### src/rtl/apb_mem_ctrl_if.sv
// apb_mem_ctrl_if: APB3 bus bundle between an APB master and the memory controller slave
interface apb_mem_ctrl_if #(
  parameter int ADDR_W = 8,
  parameter int DATA_W = 8
) ();
  logic              psel;
  logic              penable;
  logic              pwrite;
  logic [ADDR_W-1:0] paddr;
  logic [DATA_W-1:0] pwdata;
  logic [DATA_W-1:0] prdata;
  logic              pready;
  logic              pslverr;
  modport master (
    output psel, penable, pwrite, paddr, pwdata,
    input  prdata, pready, pslverr
  );
  modport slave (
    input  psel, penable, pwrite, paddr, pwdata,
    output prdata, pready, pslverr
  );
endinterface

### src/rtl/apb_mem_ctrl.sv
// apb_mem_ctrl: APB3 slave sequencing a synchronous memory; define MEM_WP_EN to write-protect addresses up to WP_LIMIT
module apb_mem_ctrl #(
  parameter int                ADDR_W   = 8,
  parameter int                DATA_W   = 8,
  parameter logic [ADDR_W-1:0] WP_LIMIT = 'h0F
) (
  input  logic              clk,
  input  logic              rst,
  apb_mem_ctrl_if.slave     apb,
  output logic              o_mem_ce,
  output logic              o_mem_wren,
  output logic              o_mem_rden,
  output logic [ADDR_W-1:0] o_mem_addr,
  output logic [DATA_W-1:0] o_mem_wr_data,
  input  logic [DATA_W-1:0] i_mem_rd_data
);
`ifdef MEM_WP_EN
  localparam bit WP_EN = 1'b1;
`else
  localparam bit WP_EN = 1'b0;
`endif
  typedef enum logic [1:0] {IDLE, MEM, RWAIT, DONE} state_t;
  state_t            r_state, w_next;
  logic              r_ce, r_wren, r_rden, r_pready, r_pslverr;
  logic [ADDR_W-1:0] r_addr;
  logic [DATA_W-1:0] r_wdata, r_prdata;
  logic              w_ce, w_wren, w_rden, w_pready, w_pslverr;
  logic [ADDR_W-1:0] w_addr;
  logic [DATA_W-1:0] w_wdata, w_prdata;
  logic              w_setup, w_wp;
  assign w_setup = apb.psel && !apb.penable;
  assign w_wp    = WP_EN && apb.pwrite && (apb.paddr <= WP_LIMIT);
  // next state and next registered outputs; strobes and pready default low so each lasts one cycle
  always_comb begin
    w_next    = r_state;
    w_ce      = 1'b0;
    w_wren    = 1'b0;
    w_rden    = 1'b0;
    w_pready  = 1'b0;
    w_pslverr = 1'b0;
    w_addr    = r_addr;
    w_wdata   = r_wdata;
    w_prdata  = r_prdata;
    case (r_state)
      IDLE: if (w_setup) begin
        w_addr  = apb.paddr;
        w_wdata = apb.pwdata;
        if (w_wp) begin
          w_next    = DONE;
          w_pready  = 1'b1;
          w_pslverr = 1'b1;
        end else begin
          w_next = MEM;
          w_ce   = 1'b1;
          w_wren = apb.pwrite;
          w_rden = !apb.pwrite;
        end
      end
      MEM: begin
        w_next   = !apb.psel ? IDLE : r_wren ? DONE : RWAIT;
        w_pready = apb.psel && r_wren;
      end
      RWAIT: if (apb.psel) begin
        w_prdata = i_mem_rd_data;
        w_pready = 1'b1;
        w_next   = DONE;
      end else begin
        w_next = IDLE;
      end
      default: w_next = IDLE;
    endcase
  end
  // state register
  always_ff @(posedge clk) begin
    if (rst) r_state <= IDLE;
    else     r_state <= w_next;
  end
  // output registers; reset clears any strobe already launched
  always_ff @(posedge clk) begin
    if (rst) begin
      r_ce      <= 1'b0;
      r_wren    <= 1'b0;
      r_rden    <= 1'b0;
      r_pready  <= 1'b0;
      r_pslverr <= 1'b0;
      r_addr    <= '0;
      r_wdata   <= '0;
      r_prdata  <= '0;
    end else begin
      r_ce      <= w_ce;
      r_wren    <= w_wren;
      r_rden    <= w_rden;
      r_pready  <= w_pready;
      r_pslverr <= w_pslverr;
      r_addr    <= w_addr;
      r_wdata   <= w_wdata;
      r_prdata  <= w_prdata;
    end
  end
  assign o_mem_ce      = r_ce;
  assign o_mem_wren    = r_wren;
  assign o_mem_rden    = r_rden;
  assign o_mem_addr    = r_addr;
  assign o_mem_wr_data = r_wdata;
  assign apb.prdata    = r_prdata;
  assign apb.pready    = r_pready;
  assign apb.pslverr   = r_pslverr;
endmodule

### src/flat_wrapper.sv
// flat-port wrapper written by rule: the top's interface ports become plain ports
module apb_mem_ctrl_flat 
#(
  parameter int                ADDR_W   = 8,
  parameter int                DATA_W   = 8,
  parameter logic [ADDR_W-1:0] WP_LIMIT = 'h0F
)
  (clk, rst, o_mem_ce, o_mem_wren, o_mem_rden, o_mem_addr, o_mem_wr_data, i_mem_rd_data, apb_psel, apb_penable, apb_pwrite, apb_paddr, apb_pwdata, apb_prdata, apb_pready, apb_pslverr);
  apb_mem_ctrl_if #(.ADDR_W(ADDR_W), .DATA_W(DATA_W)) apb_i ();
  input  logic clk;
  input  logic rst;
  output logic o_mem_ce;
  output logic o_mem_wren;
  output logic o_mem_rden;
  output logic [ADDR_W-1:0] o_mem_addr;
  output logic [DATA_W-1:0] o_mem_wr_data;
  input  logic [DATA_W-1:0] i_mem_rd_data;
  input wire logic [$bits(apb_i.psel)-1:0] apb_psel;
  input wire logic [$bits(apb_i.penable)-1:0] apb_penable;
  input wire logic [$bits(apb_i.pwrite)-1:0] apb_pwrite;
  input wire logic [$bits(apb_i.paddr)-1:0] apb_paddr;
  input wire logic [$bits(apb_i.pwdata)-1:0] apb_pwdata;
  output wire logic [$bits(apb_i.prdata)-1:0] apb_prdata;
  output wire logic [$bits(apb_i.pready)-1:0] apb_pready;
  output wire logic [$bits(apb_i.pslverr)-1:0] apb_pslverr;
  assign apb_i.psel = apb_psel;
  assign apb_i.penable = apb_penable;
  assign apb_i.pwrite = apb_pwrite;
  assign apb_i.paddr = apb_paddr;
  assign apb_i.pwdata = apb_pwdata;
  assign apb_prdata = apb_i.prdata;
  assign apb_pready = apb_i.pready;
  assign apb_pslverr = apb_i.pslverr;
  apb_mem_ctrl #(.ADDR_W(ADDR_W), .DATA_W(DATA_W), .WP_LIMIT(WP_LIMIT)) u_core (.clk(clk), .rst(rst), .apb(apb_i), .o_mem_ce(o_mem_ce), .o_mem_wren(o_mem_wren), .o_mem_rden(o_mem_rden), .o_mem_addr(o_mem_addr), .o_mem_wr_data(o_mem_wr_data), .i_mem_rd_data(i_mem_rd_data));
endmodule
### config.mk
export PLATFORM = sky130hd
export DESIGN_NAME = apb_mem_ctrl_flat
export DESIGN_NICKNAME = d
export VERILOG_FILES = /design/src/rtl/apb_mem_ctrl_if.sv /design/src/rtl/apb_mem_ctrl.sv /design/src/flat_wrapper.sv
export SDC_FILE = /design/constraint.sdc
export NUM_CORES = 1
export LEC_CHECK = 0
export ABC_AREA = 1
export CORE_ASPECT_RATIO = 0.8
export CORE_MARGIN = 8
export CORE_UTILIZATION = 36
export DETAILED_ROUTE_END_ITERATION = 10
export PLACE_DENSITY_LB_ADDON = 0.05
export SETUP_SLACK_MARGIN = 0.4
export SYNTH_ARGS = -nofsm -noshare
export SYNTH_HDL_FRONTEND = slang
export SYNTH_SLANG_ARGS = --single-unit
### constraint.sdc
create_clock -name clk -period 1.1 [get_ports clk]
set_input_delay 0.22 -clock clk [delete_from_list [all_inputs] [get_ports clk]]
set_output_delay 0.22 -clock clk [all_outputs]
set_load 0.02 [all_outputs]
==> results of run 1 <==
-- registers in the layout, summed over array words and instances, names as in the netlist --
register	count
u_core.o_mem_wr_data	8
u_core.r_state	2
u_core.apb.pready	1
u_core.o_mem_wren	1
u_core.apb.prdata	8
u_core.o_mem_ce	1
u_core.o_mem_rden	1
u_core.o_mem_addr	8
-- stage by stage --
stage,instance area (sq um),instances
2_1_floorplan,1220,144
3_3_place_gp,1920,248
3_5_place_dp,1920,248
4_1_cts,2140,260
5_1_grt,2260,269
6_report,2260,269
-- repair_timing --
item                                    4_1_cts  5_1_grt
resized for setup                           203       14
hold buffers                                  0        0
endpoints found under the setup margin       58       58
pin swaps                                     8       23
gates cloned                                  1        1
setup buffers                                 4        8
-- final cells by class --
class / instances / area share [%]
tap: 40 / 2.21
multi-input combinational: 99 / 25.6
timing repair buffer: 88 / 39.6
clock buffer: 5 / 3.04
inverter: 5 / 1.05
sequential: 30 / 28.1
clock inverter: 2 / 0.442
-- worst max path at each step --
stage / to / slack (ps) / cells after the start
final: u_core.o_mem_addr[0] / -60 / 5
after global routing: u_core.o_mem_wr_data[0] / -90 / 5
after CTS: u_core.o_mem_wr_data[5] / -30 / 5
after detailed placement: u_core.o_mem_wren / -410 / 4
after global placement: u_core.o_mem_wren / -310 / 4
after floorplan: u_core.o_mem_wr_data[6] / -30 / 7
-- cells by family after synthesis --
group	after synthesis	share of synthesized area, %
and+or+nand+nor	65	25.6
DFF	30	50.4
AOI/OAI and AO/OA	28	12.1
buffers and inverters	16	7.35
adders and majority gates	4	4.20
other	1	0.315
-- worst min-delay path: cells and delay by family, from the launching register on --
| kind | cells | cell delay, ps |
|---|---|---|
| flip-flops | 1 | 320 |
| AND/OR/NAND/NOR | 1 | 60 |
| AO/OA/AOI/OAI | 1 | 50 |
-- layer usage --
metal	vias to the layer above	share of wire [%]	track usage, %
met5	-	0	0
met4	0	1.0	4.75
met3	6	6.6	5.44
met2	43	50	26.5
met1	600	42	15.9
li1	657	-	-
-- synth_stat cells --
cell      instances  share of area (%)
nor2_1            2               0.63
nor3b_1           1               0.63
nand4_1          16                8.4
nand2_1          42                 13
dfxtp_1          30                 50
nand3_1           2               0.84
buf_2             4                1.7
inv_1             4                1.3
nand3_4           1                1.5
ha_1              4                4.2
a21oi_2           1               0.74
nor3_1            1               0.42
clkbuf_1          3               0.95
buf_4             2                1.3
inv_2             1               0.31
a21oi_1          27                 11
buf_6             2                1.9
conb_1            1               0.31
-- report_power, final --
| group | switching (mW) | total (mW) | internal, mW | leakage, nW |
|---|---|---|---|---|
| Clock | 0.404 | 0.827 | 0.423 | 0.0438 |
| Combinational | 0.372 | 0.815 | 0.443 | 0.646 |
| Sequential | 0.0409 | 1.20 | 1.16 | 0.257 |
| Total | 0.817 | 2.84 | 2.02 | 0.947 |
==> metrics.cfg, run 1 <==
[hold_path]
min_from=u_core.apb.prdata[7]
hold_path_end=u_core.apb.prdata[7]
hold_class=reg2reg
hold_depth=2

[routing]
route.detailed.drc=0
routed_wl_mm=4.16
antenna_left=0
drtIter0Drc=44
viasPerCell=4.86
wl_per_cell_um=15.5
num_vias=1306
drt_first_pass_iters=4

[floorplan]
dieArea_sq_mm=0.00542
io_pins=58
initial_core_util_pct=38.0
die_h_um=67.5
core_sq_mm=0.00313
die_w_um=80.3
row_count=18

[synthesis]
synth_nets=177
ys_ff_latch=30
synth.distinct_cells=18
yosysSeqAreaShare_pct=50.4
synth_cells=144
ys.warnings.count=0
syn_area_per_cell_sq_um=8.27
syn_area_sq_mm=0.00119

[power_and_ir_drop]
p_leak_nw=0.947
powerDensity_mw_per_mm2=1250
total_power_mw=2.84
vdd_drop_max_uv=1030

[sta]
clock.fmax_ghz=0.862
setup_viol=16
hold_violations=0
grt_setup_unrepaired=yes
hold-worst-slack_ps=469
slew_viol_final=0
layout_setup_ws_ps=-60.1
clock_skew_ps=1.45
period_minus_slack_ps=1160
finalCritPeriodShare_pct=105
fin_tns_setup_ps=-395

[clocking]
clock_latency_ps=280
cts.sinks=30
cts_root_buf=clkbuf_8
htree_levels=2
numCtsBuffers=5
tritoncts=yes
path_clk_slew_ps=60
cts_max_path_buffers=2

[finish]
multi_input_comb_area_sq_um=579
num-fill-cells=229
mostFrequentLayoutCells=nand2_1 (41), buf_6 (31), dfxtp_2 (29)
antennaDiodeCount=0
area.sequential_sq_um=637
final_common_cell=nand2_1
layout.nets=262
areaGrowthSynthToFinish_pct=90.1
post-route-util_pct=72.3
final_layout_size_suffix_gt1_share_pct=50.7

[setup_path]
crit_required_ps=1310
cp_slowest_cell=dfxtp_2
cpLargestDelayFamily=flip-flops
worstRegToRegCells=5
reg2reg_setup_slack_ps=-60
max_stage_delay_ps=320
cp_cell_sequence=inv_2, ha_4, clkbuf_16, nand4_1, a21oi_1
arrival_ps=1370
path_max_fanout=8
worstSetupStartpointType=register
cp-end-kind=register
r2r-start=u_core.r_state[0]
criticalPathCategory=reg2reg
worstSetupStartpoint=u_core.r_state[0]
cp.buffers_inverters=2
timing.rr.end=u_core.o_mem_addr[0]

[run_status]
violations=negative setup slack
status=finished, violations left

[global_routing]
grt_overflow=0
grt.total_usage_pct=14.8
antenna_found_initial=0
grt_max_degree=31
grt_first_pass_wirelength_mm=6.19
grt_pass1_vias=1303

[place]
pre_cts_slack_ps=-409
post-dp-hpwl_mm=2.73
routabilityCongestion=0.748
port_buffers=56

[flow_run]
drv_cap=0

(Power assumes the default switching activity.)
==> run 2, diff against run 1 <==
--- a/config.mk
+++ b/config.mk
@@ -10,7 +10,7 @@
 export CORE_MARGIN = 8
 export CORE_UTILIZATION = 36
 export DETAILED_ROUTE_END_ITERATION = 10
-export PLACE_DENSITY_LB_ADDON = 0.05
+export PLACE_DENSITY = 0.75
 export SETUP_SLACK_MARGIN = 0.4
 export SYNTH_ARGS = -nofsm -noshare
 export SYNTH_HDL_FRONTEND = slang
==> run 2 against run 1 <==
Net effect: the run still ends with negative setup slack left; via count rose by 5.5%; total power rose by 3.8%; combinational power rose by 2.5%; clock power rose by 9.4%; clock skew rose by 3.3 ps; sequential power barely moved; wire length rose by 13%; first-iteration DRC count rose to 2.5 times the previous value; critical path depth did not move; global-route usage rose by 2.0 points; sequential cell count did not move.
==> metrics.cfg, run 2 (synthesis gave the netlist of run 1 again) <==
[setup_path]
criticalPathCategory=reg2reg
worstSetupStartpointType=register
crit_required_ps=1310  ; about the same
arrival_ps=1370  ; about the same
worstRegToRegCells=5  ; unchanged
cp-end-kind=register
path_max_fanout=10  ; +2

[power_and_ir_drop]
pwr-share-clk_pct=30.7  ; +1.6 points
total_power_mw=2.95  ; +3.8%
powerDensity_mw_per_mm2=1240  ; -1.3%
p_leak_nw=0.951  ; +0.35%
vdd_drop_max_uv=979  ; -4.9%
power_frac_seq_pct=40.9  ; -1.2 points
swShare_pct=29.1  ; +0.27 points
switchingPower_mw=0.856  ; +4.8%
pwr-share-comb_pct=28.3  ; -0.4 points
cellInternalPower_mw=2.09  ; +3.4%

[place]
port_buffers=56  ; unchanged
post-dp-hpwl_mm=3.05  ; +12%
pre_cts_slack_ps=-410  ; -0.757 ps
routabilityCongestion=0.745  ; -0.49%
dp.cells=243  ; -2.0%

[clocking]
path_clk_slew_ps=60  ; about the same
tritoncts=yes
cts_root_buf=clkbuf_8
cts_max_path_buffers=2  ; unchanged
cts.sinks=30  ; unchanged
clock_latency_ps=290  ; about the same
numCtsBuffers=5  ; unchanged
htree_levels=2  ; unchanged

[floorplan]
core_sq_mm=0.00313  ; unchanged
row_count=18  ; unchanged
die_h_um=67.5  ; unchanged
dieArea_sq_mm=0.00542  ; unchanged
io_pins=58  ; unchanged
initial_core_util_pct=38.0  ; unchanged
die_w_um=80.3  ; unchanged

[finish]
antennaDiodeCount=0  ; unchanged
num-fill-cells=191  ; -17%
layout.nets=256  ; -2.3%
post-route-util_pct=76.1  ; +3.8 points
areaGrowthSynthToFinish_pct=100
mostFrequentLayoutCells=nand2_1 (31), buf_6 (30), clkdlybuf4s50_1 (27)
final_common_cell=nand2_1
final_layout_size_suffix_gt1_share_pct=57.6  ; +6.9 points
fin_cells=264  ; -1.9%

[flow_run]
drv_cap=0  ; unchanged

[sta]
hold-worst-slack_ps=463  ; -5.74 ps
layout_setup_ws_ps=-58.7  ; +1.35 ps
period_minus_slack_ps=1160  ; -1.35 ps
setup_viol=19  ; +3
slew_viol_final=0  ; unchanged
grt_setup_unrepaired=yes
finalCritPeriodShare_pct=105  ; -0.12 points
clock_skew_ps=4.79  ; +3.34 ps
clock.fmax_ghz=0.863  ; +0.12%
hold_violations=0  ; unchanged

[hold_path]
hold_class=reg2reg
hold_depth=2  ; unchanged

[routing]
drtIter0Drc=111  ; +150%
num_vias=1378  ; +5.5%
antenna_left=0  ; unchanged
drt_first_pass_iters=4  ; unchanged
viasPerCell=5.22  ; +7.5%
wl_per_cell_um=17.9  ; +15%
routed_wl_mm=4.71  ; +13%
route.detailed.drc=0  ; unchanged

[global_routing]
grt_pass1_vias=1489  ; +14%
grt.total_usage_pct=16.8  ; +2.0 points
grt_max_degree=31  ; unchanged
antenna_found_initial=0  ; unchanged
grt_first_pass_wirelength_mm=6.93  ; +12%
grt_overflow=0  ; unchanged

[run_status]
status=finished, violations left
violations=negative setup slack

run 2: cell count changes in the layout (fill, tap and decap cells not counted), moves of 3 or more:
| cell | before | now |
|---|---|---|
| nand2_1 | 41 | 31 |
| a21oi_2 | 8 | 15 |
| buf_4 | 25 | 17 |
| a21oi_1 | 20 | 12 |
| buf_12 | 2 | 5 |
| nand2_2 | 0 | 5 |
| dfxtp_2 | 29 | 26 |
| nand2_4 | 1 | 6 |
run 2: cell type report:
cell class,instances,area (sq um),share of cell area [%]
timing repair buffer,81,877,36.8
tap,40,50.0,2.10
multi-input combinational,100,694,29.1
clock buffer,7,86.3,3.62
sequential,30,641,26.9
inverter,5,28.8,1.21
clock inverter,1,5.00,0.210
run 2: what timing repair did:
action                                  4_1_cts  5_1_grt
gates resized for setup                     224       23
setup buffers                                 5        5
endpoints found under the setup margin       58       58
cloned                                        2        1
pin swaps                                    35        8
hold buffers                                  0        0
run 2: power groups by stage:
stage / logic, mW / registers, mW / clock network (mW)
floorplan: 0.264 / 1.26 / 0
global placement: 0.629 / 1.20 / 0
CTS: 0.772 / 1.20 / 0.912
detailed placement: 0.663 / 1.20 / 0
finish: 0.835 / 1.21 / 0.905
global route: 0.881 / 1.21 / 0.963
run 2: final timing paths:
kind | from | endpoint | slack [ps]
worst min-delay path | u_core.apb.prdata[2] | u_core.apb.prdata[2] | 460
worst max-delay path | u_core.r_state[0] | u_core.o_mem_wr_data[4] | -60
worst max register to register | u_core.r_state[0] | u_core.o_mem_wr_data[4] | -60
worst min register to register | u_core.apb.prdata[2] | u_core.apb.prdata[2] | 460
run 2: through the flow:
stage | TNS (ps) | cell area, sq um
5_1_grt | -1700 | 2380
6_report | -749 | 2380
2_1_floorplan | -225 | 1220
3_5_place_dp | -10620 | 1910
4_1_cts | -190 | 2250
3_3_place_gp | -9170 | 1910
run 2: routing by layer:
layer  track usage, %  wire length (um)
met1             16.7              1760
met2             29.9              2440
met3             7.16               429
met4             8.14                77
met5                0                 0
run 2: critical path, cell delays in order, from the launching register on:
cell	delay (ps)
dfxtp_4	360
inv_4	70
ha_4	240
buf_12	150
nand4_1	110
a21oi_2	140
==> run 3, diff against run 2 <==
--- a/config.mk
+++ b/config.mk
@@ -6,6 +6,7 @@
 export NUM_CORES = 1
 export LEC_CHECK = 0
 export ABC_AREA = 1
+export ABC_CLOCK_PERIOD_IN_PS = 1100
 export CORE_ASPECT_RATIO = 0.8
 export CORE_MARGIN = 8
 export CORE_UTILIZATION = 36
==> results of run 3 <==
The final DEF is identical to that of run 2; final timing and power are the same.
